`src/rtl/ahb_lsu_pkg.sv`:
```
// Shared encodings for the AHB-Lite load/store master: bus constants,
// decoder size codes and the transfer state machine states.
package ahb_lsu_pkg;

   localparam logic [1:0] HTRANS_IDLE   = 2'b00;
   localparam logic [1:0] HTRANS_NONSEQ = 2'b10;

   localparam logic [2:0] HSIZE_BYTE = 3'b000;
   localparam logic [2:0] HSIZE_HALF = 3'b001;
   localparam logic [2:0] HSIZE_WORD = 3'b010;

   localparam logic [1:0] SZ_WORD = 2'b00;
   localparam logic [1:0] SZ_HALF = 2'b10;
   localparam logic [1:0] SZ_BYTE = 2'b11;

   typedef enum logic [2:0] {
      ST_IDLE,
      ST_ADDR,
      ST_DATA,
      ST_SWP_ADDR,
      ST_SWP_DATA,
      ST_ERR
   } lsu_state_t;

endpackage

```
`src/rtl/lsu_data_align.sv`:
```
// Byte-lane steering for the load/store master: read lane extraction with
// sign/zero extension, write data replication and size-to-HSIZE mapping.
module lsu_data_align
   import ahb_lsu_pkg::*;
#(
   parameter int DATA_W = 32
) (
   input  logic [1:0]        size,
   input  logic              sext,
   input  logic [1:0]        addr_lo,
   input  logic [DATA_W-1:0] rdata,
   input  logic [DATA_W-1:0] wdata,
   output logic [DATA_W-1:0] rdata_ext,
   output logic [DATA_W-1:0] wdata_rep,
   output logic [2:0]        hsize
);

   logic [7:0]  rd_byte;
   logic [15:0] rd_half;

   // Halfword lane follows addr[1] only; addr[0] never shifts the halfword.
   assign rd_byte = rdata[{addr_lo, 3'b000} +: 8];
   assign rd_half = rdata[{addr_lo[1], 4'b0000} +: 16];

   always_comb begin
      rdata_ext = rdata;
      wdata_rep = wdata;
      hsize     = HSIZE_WORD;
      case (size)
         SZ_BYTE: begin
            rdata_ext = {{24{sext & rd_byte[7]}}, rd_byte};
            wdata_rep = {4{wdata[7:0]}};
            hsize     = HSIZE_BYTE;
         end
         SZ_HALF: begin
            rdata_ext = {{16{sext & rd_half[15]}}, rd_half};
            wdata_rep = {2{wdata[15:0]}};
            hsize     = HSIZE_HALF;
         end
         default: begin
            rdata_ext = rdata;
            wdata_rep = wdata;
            hsize     = HSIZE_WORD;
         end
      endcase
   end

endmodule

```
`src/rtl/ahb_lsu_master.sv`:
```
// Single-outstanding AHB-Lite load/store/swap master fed by the ARM decoder.
// Define AHB_LSU_ALIGN_CHECK_EN to abort misaligned word/halfword accesses.
module ahb_lsu_master
   import ahb_lsu_pkg::*;
#(
   parameter int ADDR_W = 32,
   parameter int DATA_W = 32
) (
   input  logic              clk,
   input  logic              rst,
   input  logic              req_valid,
   output logic              req_ready,
   input  logic              req_wr,
   input  logic              req_rd,
   input  logic [1:0]        req_size,
   input  logic              req_pre,
   input  logic              req_sext,
   input  logic [ADDR_W-1:0] req_addr_base,
   input  logic [ADDR_W-1:0] req_addr_calc,
   input  logic [DATA_W-1:0] req_wdata,
   input  logic [4:0]        req_rd_id,
   output logic              wb_valid,
   output logic [4:0]        wb_id,
   output logic [DATA_W-1:0] wb_data,
   output logic              abort,
   output logic [ADDR_W-1:0] HADDR,
   output logic [1:0]        HTRANS,
   output logic              HWRITE,
   output logic [2:0]        HSIZE,
   output logic              HMASTLOCK,
   output logic [DATA_W-1:0] HWDATA,
   input  logic [DATA_W-1:0] HRDATA,
   input  logic              HREADY,
   input  logic              HRESP
);

   lsu_state_t state, state_nxt;

   logic              wr_q, rd_q, sext_q, misalign_q;
   logic [1:0]        size_q;
   logic [ADDR_W-1:0] addr_q;
   logic [4:0]        id_q;
   logic [DATA_W-1:0] wdata_q, rdata_q;

   logic [ADDR_W-1:0] addr_sel;
   logic              misalign;
   logic              swap, load, store;
   logic [DATA_W-1:0] rdata_ext, wdata_rep;
   logic [2:0]        hsize;

   assign addr_sel = req_pre ? req_addr_calc : req_addr_base;
   assign swap     = wr_q & rd_q;
   assign load     = rd_q & ~wr_q;
   assign store    = wr_q & ~rd_q;

`ifdef AHB_LSU_ALIGN_CHECK_EN
   always_comb begin
      misalign = 1'b0;
      if (req_rd | req_wr) begin
         if (req_size == SZ_HALF)
            misalign = addr_sel[0];
         else if (req_size != SZ_BYTE)
            misalign = |addr_sel[1:0];
      end
   end
`else
   assign misalign = 1'b0;
`endif

   lsu_data_align #(.DATA_W(DATA_W)) u_align (
      .size      (size_q),
      .sext      (sext_q),
      .addr_lo   (addr_q[1:0]),
      .rdata     (HRDATA),
      .wdata     (wdata_q),
      .rdata_ext (rdata_ext),
      .wdata_rep (wdata_rep),
      .hsize     (hsize)
   );

   always_ff @(posedge clk) begin
      if (rst) state <= ST_IDLE;
      else     state <= state_nxt;
   end

   always_comb begin
      state_nxt = state;
      case (state)
         ST_IDLE:
            if (req_valid) begin
               if (misalign)              state_nxt = ST_ERR;
               else if (req_rd | req_wr)  state_nxt = ST_ADDR;
            end
         ST_ADDR:
            if (HREADY) state_nxt = ST_DATA;
         ST_DATA:
            if (HRESP)       state_nxt = ST_ERR;
            else if (HREADY) state_nxt = swap ? ST_SWP_ADDR : ST_IDLE;
         ST_SWP_ADDR:
            if (HREADY) state_nxt = ST_SWP_DATA;
         ST_SWP_DATA:
            if (HRESP)       state_nxt = ST_ERR;
            else if (HREADY) state_nxt = ST_IDLE;
         // Alignment aborts never reached the bus, so they skip the HREADY wait.
         ST_ERR:
            if (misalign_q | HREADY) state_nxt = ST_IDLE;
         default: state_nxt = ST_IDLE;
      endcase
   end

   always_comb begin
      req_ready = (state == ST_IDLE);
      HADDR     = addr_q;
      HTRANS    = HTRANS_IDLE;
      HWRITE    = 1'b0;
      HSIZE     = HSIZE_BYTE;
      HMASTLOCK = 1'b0;
      HWDATA    = '0;
      case (state)
         ST_ADDR: begin
            HTRANS    = HTRANS_NONSEQ;
            HWRITE    = store;
            HSIZE     = hsize;
            HMASTLOCK = swap;
         end
         ST_DATA: begin
            HMASTLOCK = swap;
            if (store) HWDATA = wdata_rep;
         end
         ST_SWP_ADDR: begin
            HTRANS    = HTRANS_NONSEQ;
            HWRITE    = 1'b1;
            HSIZE     = hsize;
            HMASTLOCK = 1'b1;
         end
         ST_SWP_DATA: begin
            HMASTLOCK = 1'b1;
            HWDATA    = wdata_rep;
         end
         default: ;
      endcase
   end

   always_ff @(posedge clk) begin
      if (rst) begin
         wb_valid   <= 1'b0;
         wb_id      <= '0;
         wb_data    <= '0;
         abort      <= 1'b0;
         wr_q       <= 1'b0;
         rd_q       <= 1'b0;
         misalign_q <= 1'b0;
         addr_q     <= '0;
      end else begin
         wb_valid <= 1'b0;
         abort    <= 1'b0;
         if (state == ST_IDLE && req_valid) begin
            wr_q       <= req_wr;
            rd_q       <= req_rd;
            misalign_q <= misalign;
            addr_q     <= addr_sel;
            abort      <= misalign;
         end
         if (state == ST_DATA && HREADY && !HRESP && load) begin
            wb_valid <= 1'b1;
            wb_id    <= id_q;
            wb_data  <= rdata_ext;
         end
         // Swap result is held back until the locked write has completed.
         if (state == ST_SWP_DATA && HREADY && !HRESP) begin
            wb_valid <= 1'b1;
            wb_id    <= id_q;
            wb_data  <= rdata_q;
         end
         if (state == ST_ERR && !misalign_q && HREADY)
            abort <= 1'b1;
      end
   end

   always_ff @(posedge clk) begin
      if (state == ST_IDLE && req_valid) begin
         size_q  <= req_size;
         sext_q  <= req_sext;
         id_q    <= req_rd_id;
         wdata_q <= req_wdata;
      end
      if (state == ST_DATA && HREADY && !HRESP && swap)
         rdata_q <= rdata_ext;
   end

endmodule

```
`config.mk`:
```
export PLATFORM = sky130hd
export DESIGN_NAME = ahb_lsu_master
export DESIGN_NICKNAME = d
export VERILOG_FILES = /design/src/rtl/ahb_lsu_pkg.sv /design/src/rtl/lsu_data_align.sv /design/src/rtl/ahb_lsu_master.sv
export SDC_FILE = /design/constraint.sdc
export NUM_CORES = 1
export LEC_CHECK = 0
export BUFFER_PORTS_ARGS = -buffer_cell sky130_fd_sc_hd__buf_2
export CAP_MARGIN = 20
export CORE_ASPECT_RATIO = 2
export CORE_UTILIZATION = 25
export CTS_BUF_LIST = sky130_fd_sc_hd__clkbuf_16
export DETAILED_ROUTE_END_ITERATION = 12
export PLACE_DENSITY_LB_ADDON = 0.15
export REMOVE_ABC_BUFFERS = 1
export SLEW_MARGIN = 20
export SYNTH_ARGS = -nofsm -noshare
export SYNTH_HDL_FRONTEND = slang
export SYNTH_SLANG_ARGS = --single-unit
```
`constraint.sdc`:
```
create_clock -name clk -period 5.11 [get_ports clk]
set_input_delay 0.511 -clock clk [delete_from_list [all_inputs] [get_ports clk]]
set_output_delay 0.511 -clock clk [all_outputs]
set_load 0.01 [all_outputs]
```
# Word-level counts from Yosys, hierarchy flattened

Index checks and enable logic that the tools add are counted.

Bitwise gates (word level): 8
Reduce and logical (&&, ||, !) cells: 15
Equal/unequal tests: 14
Shift operators: 2
Mux-type cells: 27

Operator list:

| cell                                                   | count |
|---|---|
| one-hot mux 32 bit (2 select lines)                    | 3 |
| 2-to-1 mux 32 bit                                      | 4 |
| variable part select 32 x 6 -> 16 bit                  | 1 |
| variable part select 32 x 6 -> 8 bit                   | 1 |
| 2-to-1 mux 3 bit                                       | 9 |
| one-hot mux 3 bit (6 select lines)                     | 1 |
| 2-to-1 mux 5 bit                                       | 2 |
| logical AND 1 bit                                      | 8 |
| inequality test 2 bit (second input constant)          | 4 |
| AND reduction 7 bit                                    | 1 |
| equality test 3 x 2 -> 1 bit (second input constant)   | 2 |
| equality test 3 bit (second input constant)            | 2 |
| inequality test 3 bit (second input constant)          | 2 |
| OR reduction 2 bit                                     | 3 |
| AND 1 bit                                              | 5 |
| equality test 2 bit (second input constant)            | 2 |
| 2-to-1 mux 2 bit                                       | 2 |
| one-hot mux 1 bit (2 select lines)                     | 2 |
| one-hot mux 2 bit (2 select lines)                     | 1 |
| equality test 3 x 1 -> 1 bit (second input constant)   | 1 |
| zero test 3 bit                                        | 1 |
| 2-to-1 mux 1 bit                                       | 3 |
| inequality test 2 x 1 -> 1 bit (second input constant) | 1 |
| NOT 1 bit                                              | 2 |
| other kinds (3)                                        | 3 |

Output and inout port bits: 111
Bits in registers: 148
Logic and storage cells: 79
Input bits: 144

# Depth between registers and ports, before layout

Depth in word-level cells: 6
Gate-level depth with buffers: 8
Depth with buffers taken out: 4

# Cells and area by module

From an unflattened synthesis, not the netlist that was laid out.

Cells, all modules: 667
Area, all modules: 7,015.5 um2

Modules (own cells, without submodules):

| module         | area an instance (um2) | instances | sequential area each (um2) | cells each |
|---|---|---|---|---|
| ahb_lsu_master | 5,885.6                | 1         | 3,683.5                    | 517 |
| lsu_data_align | 1,129.8                | 1         | 0.0                        | 150 |

# Least setup slack after synthesis

Ideal clock, no wire load.

Kind: input-to-reg
Start point: input HRESP
End point: register rdata_q[0] (enable)
Stages: 3
Path slack: 0.518 ns
Arrival: 4.090 ns
Setup time: 0.502 ns
Path buffers: 1
Required time: 4.608 ns
Cells stage by stage: or3b_1 -> buf_6 -> nor4_1

Cells in the longest elaborated chain, start to end: 3

Ends and longest elaborated chain:

| what                            | line                  | text |
|---|---|---|
| start, declared                 | ahb_lsu_master.sv:34  | `input logic HRESP` |
| zero test 1 bit                 | ahb_lsu_master.sv:187 | `if (state == ST_DATA && HREADY && !HRESP && swap)` |
| logical AND 1 bit (2 in series) | ahb_lsu_master.sv:187 |  |
| end signal, assigned            | ahb_lsu_master.sv:188 | `rdata_q <= rdata_ext;` |
| end, declared                   | ahb_lsu_master.sv:43  | `logic [DATA_W-1:0] wdata_q, rdata_q;` |

No other way between the ends.
A chain may end at the register's enable or synchronous reset.

# Final worst setup path

Start point: register state[1]
End point: output HWDATA[23]

Cells in the longest elaborated chain, start to end: 2
Elaborated cells on any way between the ends: 3
Classes of those cells: eq/ne: 2; mux: 1

Ends and longest elaborated chain:

| what                                                                | line                  | text |
|---|---|---|
| start, declared                                                     | ahb_lsu_master.sv:37  | `lsu_state_t state, state_nxt;` |
| start signal, assigned                                              | ahb_lsu_master.sv:83  | `else state <= state_nxt;` |
| equality test 3 bit or equality test 3 x 2 -> 1 bit (tied branches) | ahb_lsu_master.sv:119 | `case (state)` |
| one-hot mux 32 bit (2 select lines) (*)                             | ahb_lsu_master.sv:119 |  |
| end, declared                                                       | ahb_lsu_master.sv:31  | `output logic [DATA_W-1:0] HWDATA,` |

Every way passes the cells marked *; elsewhere a longest branch is shown, timed or not.

==> summary.md <==
| Metric | Value |
|---|---|
| RSZ-0062 raised after global routing | no |
| Power Dens Cells | 357 mW/mm2 |
| Synth-to-layout area growth | 30.2% |
| Clock power share | 42.1% |
| Post-synth cell types | 50 |
| Post-route design area | 0.00895 mm2 |
| Layout Utilization | 33.1% |
| First-pass GRT wire length | 34.3 mm |
| Hold-fix buffers, CTS | 0 |
| Sequential share of the synthesized area | 53.6% |
| Vias per cell | 4.71 |
| Die ar. | 0.0282 mm2 |
| Sw Share | 26.4% |
| CP Data Required Time | 4.60 ns |
| Max Slew Vio Count | 0 |
| Pre-CTS WS | 2.30 ns |
| Critical path data arrival time | 2.40 ns |
| Mapped Cells | 635 |
| I/O Buffers | 252 |
| Post-Route WL | 22.4 mm |
| Max Cap Viol | 0 |
| Syn_area_per_cell | 10.8 um2 |
| Worst R2R Path Depth | 4 |
| Commonest non-fill, non-tap cell in the layout | buf_2 |
| Drt wl/cell | 18.4 um |
| Cell taking the most area after synthesis | edfxtp_1 |
| Post-DP HPWL | 16.1 mm |
| Setup violations, final | 0 |
| Hold slack | 0.241 ns |
| Placer Congestion | 0.733 |
| Hold crit path type | in -> reg |
| Row cnt | 85 |
| Placed inst area | 0.00832 mm2 |
| Max Root-Sink Buffers | 2 |
| Maximum vdd drop | 0.000239 V |
| Worst Max-Slew Pin Slew | 1.03 ns |
| FF-to-FF setup slack | 2.27 ns |
| Max_slew headroom | 31.3% |
| PnR worst setup slack | 2.20 ns |
| Reg clk slew, reported paths | 0.06 ns |
| Yosys reg bits | 148 |
| Setup Crit Path Kind | reg -> out |
| Async set-reset flop share out of synthesis | 0% |
| Tcrit/Tclk final | 57.0% |
| Worst setup endpoint | HWDATA[23] |
| DRC viols | 0 |
| Hold violation count in the final report | 0 |
| Power, Total | 3.20 mW |
| Clock Tree Root | clkbuf_16 |
| Synth top area share | 31.5% |
| Reg2reg end | rdata_q[18] |
| Sum Neg Setup Slack | 0 ns |
| Dominant cells by area after synthesis | edfxtp_1 31%, dfxtp_1 22%, mux2i_1 7.7% |
| Crit. Startpoint | state[1] |
| CTS tree | done |
| Via count | 5,737 |
| Placed insts | 1,183 |
| Post-CTS Setup Inserts | 0 |
| Final antenna-violating net count | 0 |
| P_sw | 0.843 mW |
| Largest net degree at the start of global routing | 56 |
| CP endpoint kind | output pin |
| Io pins | 255 |
| CTS buffer count | 17 |
| Static Leak | 3.76 nW |
| Post_cts resized | 0 |
| Comb power frac | 14.6% |
| Die W | 119 um |
| Final nets | 998 |
| Sequential share of power | 43.3% |
| Fmax | 343 MHz |
| Floorplan core area | 0.0270 mm2 |
| Post-Route Skew | 0.00871 ns |
| Vias in the first global route | 5,803 |
| Die height | 236 um |
| Internal | 2.35 mW |
| GRT Residual Overflow | 0 |
| Commonest non-fill, non-tap cells in the layout | 252 x buf_2, 90 x nor2_1, 76 x dfxtp_1 |
| Yosys warns | 0 |
| Clock sinks | 148 |
| Period minus WS final | 2.91 ns |
| First-iteration detailed-routing DRC count | 362 |
| Worst-skew pair later-pin latency | 0.44 ns |
| Share of cells above drive strength 1 | 36.7% |
| Initial antenna violation count | 5 |
| Final non-filler cell total | 1,217 |
| RR Startpoint | HADDR[1] |
| Synthesized area | 0.00687 mm2 |
| Worst-path fanout max | 24 |
| EDFF count, synth | 72 |
| GRT Resource Usage Total | 16.3% |
| Status | finished, final reports clean |
| Main synth FF type | dfxtp_1 |
| Worst setup SP type | register |
| H-Tree Depth | 4 |
| Pre-Repair DR Iteration Count | 4 |
| Starting density of the core | 25.4% |
==> cells in the mapped netlist, types with 2 or more instances <==
cell type / n
edfxtp_1: 72
mux2_2: 6
o21a_1: 2
and2_1: 11
or2_2: 2
o22ai_1: 10
mux2i_1: 53
a2bb2oi_1: 6
clkbuf_1: 21
inv_1: 4
a211o_1: 7
dfxtp_1: 76
buf_6: 4
a221o_1: 2
nand3_1: 8
a211oi_1: 40
buf_1: 3
a22oi_1: 18
buf_4: 7
o2bb2ai_1: 15
nor3_2: 2
a22oi_2: 14
buf_2: 25
nor3_1: 3
nor2b_1: 5
nand2b_1: 11
nor2_1: 90
o221ai_1: 17
nand2_1: 29
o21ai_0: 7
a21oi_1: 45
a21o_1: 2
==> flip-flops by register name, indices dropped and copies added (netlist names), 2 cells and up <==
register  count
HADDR        32
id_q          5
rdata_q      32
size_q        2
state         3
wb_data      32
wb_id         5
wdata_q      32
==> worst max-delay path: stages (launching register included) <==
cell	delay, ns
dfxtp_1	0.54
nand2b_1	0.40
a21o_1	0.72
nor2_1	0.12
buf_2	0.17
==> cell type report <==
type | count | area, um2
Inverter | 4 | 15.0
Antenna cell | 2 | 5.00
Clock buffer | 18 | 450
Sequential cell | 148 | 3680
Clock inverter | 14 | 169
Multi-Input combinational cell | 424 | 2870
Fill cell | 2922 | 18100
Timing Repair Buffer | 259 | 1310
Tap cell | 348 | 435
==> routing by layer <==
layer | track usage, % | up-vias | part of all wire [%] | routed length [um]
met5 | 0 | - | 0.11 | 25
met4 | 6.48 | 6 | 2.4 | 544
met3 | 5.20 | 34 | 6.0 | 1350
met2 | 30.4 | 195 | 55 | 12200
met1 | 16.5 | 2678 | 37 | 8250
li1 | - | 2824 | - | -
==> power by group through the flow <==
stage	clock network, mW	logic (mW)	registers [mW]
2_1_floorplan	0	0.234	1.43
3_3_place_gp	0	0.477	1.41
5_1_grt	1.43	0.516	1.39
6_report	1.34	0.467	1.38
4_1_cts	1.38	0.477	1.38
3_5_place_dp	0	0.476	1.41
==> logic make-up after synthesis <==
family	share of synthesized area, %
compound gates	20.9
buf+inv	4.77
flops	53.6
mux	8.90
other cells	0.0546
simple gates	11.8
==> worst min-delay path by stage <==
| stage | startpoint | end | slack, ns | depth (start not counted) |
|---|---|---|---|---|
| floorplan | wb_id[0] | wb_id[0] | 0.47 | 2 |
| global placement | wb_id[2] | wb_id[2] | 0.44 | 2 |
| CTS | req_wdata[12] | wdata_q[12] | 0.22 | 1 |
| detailed placement | wb_id[2] | wb_id[2] | 0.44 | 2 |
| global route | req_wdata[4] | wdata_q[4] | 0.21 | 1 |
| finish | req_wdata[12] | wdata_q[12] | 0.24 | 1 |
(Power assumes the default switching activity.)
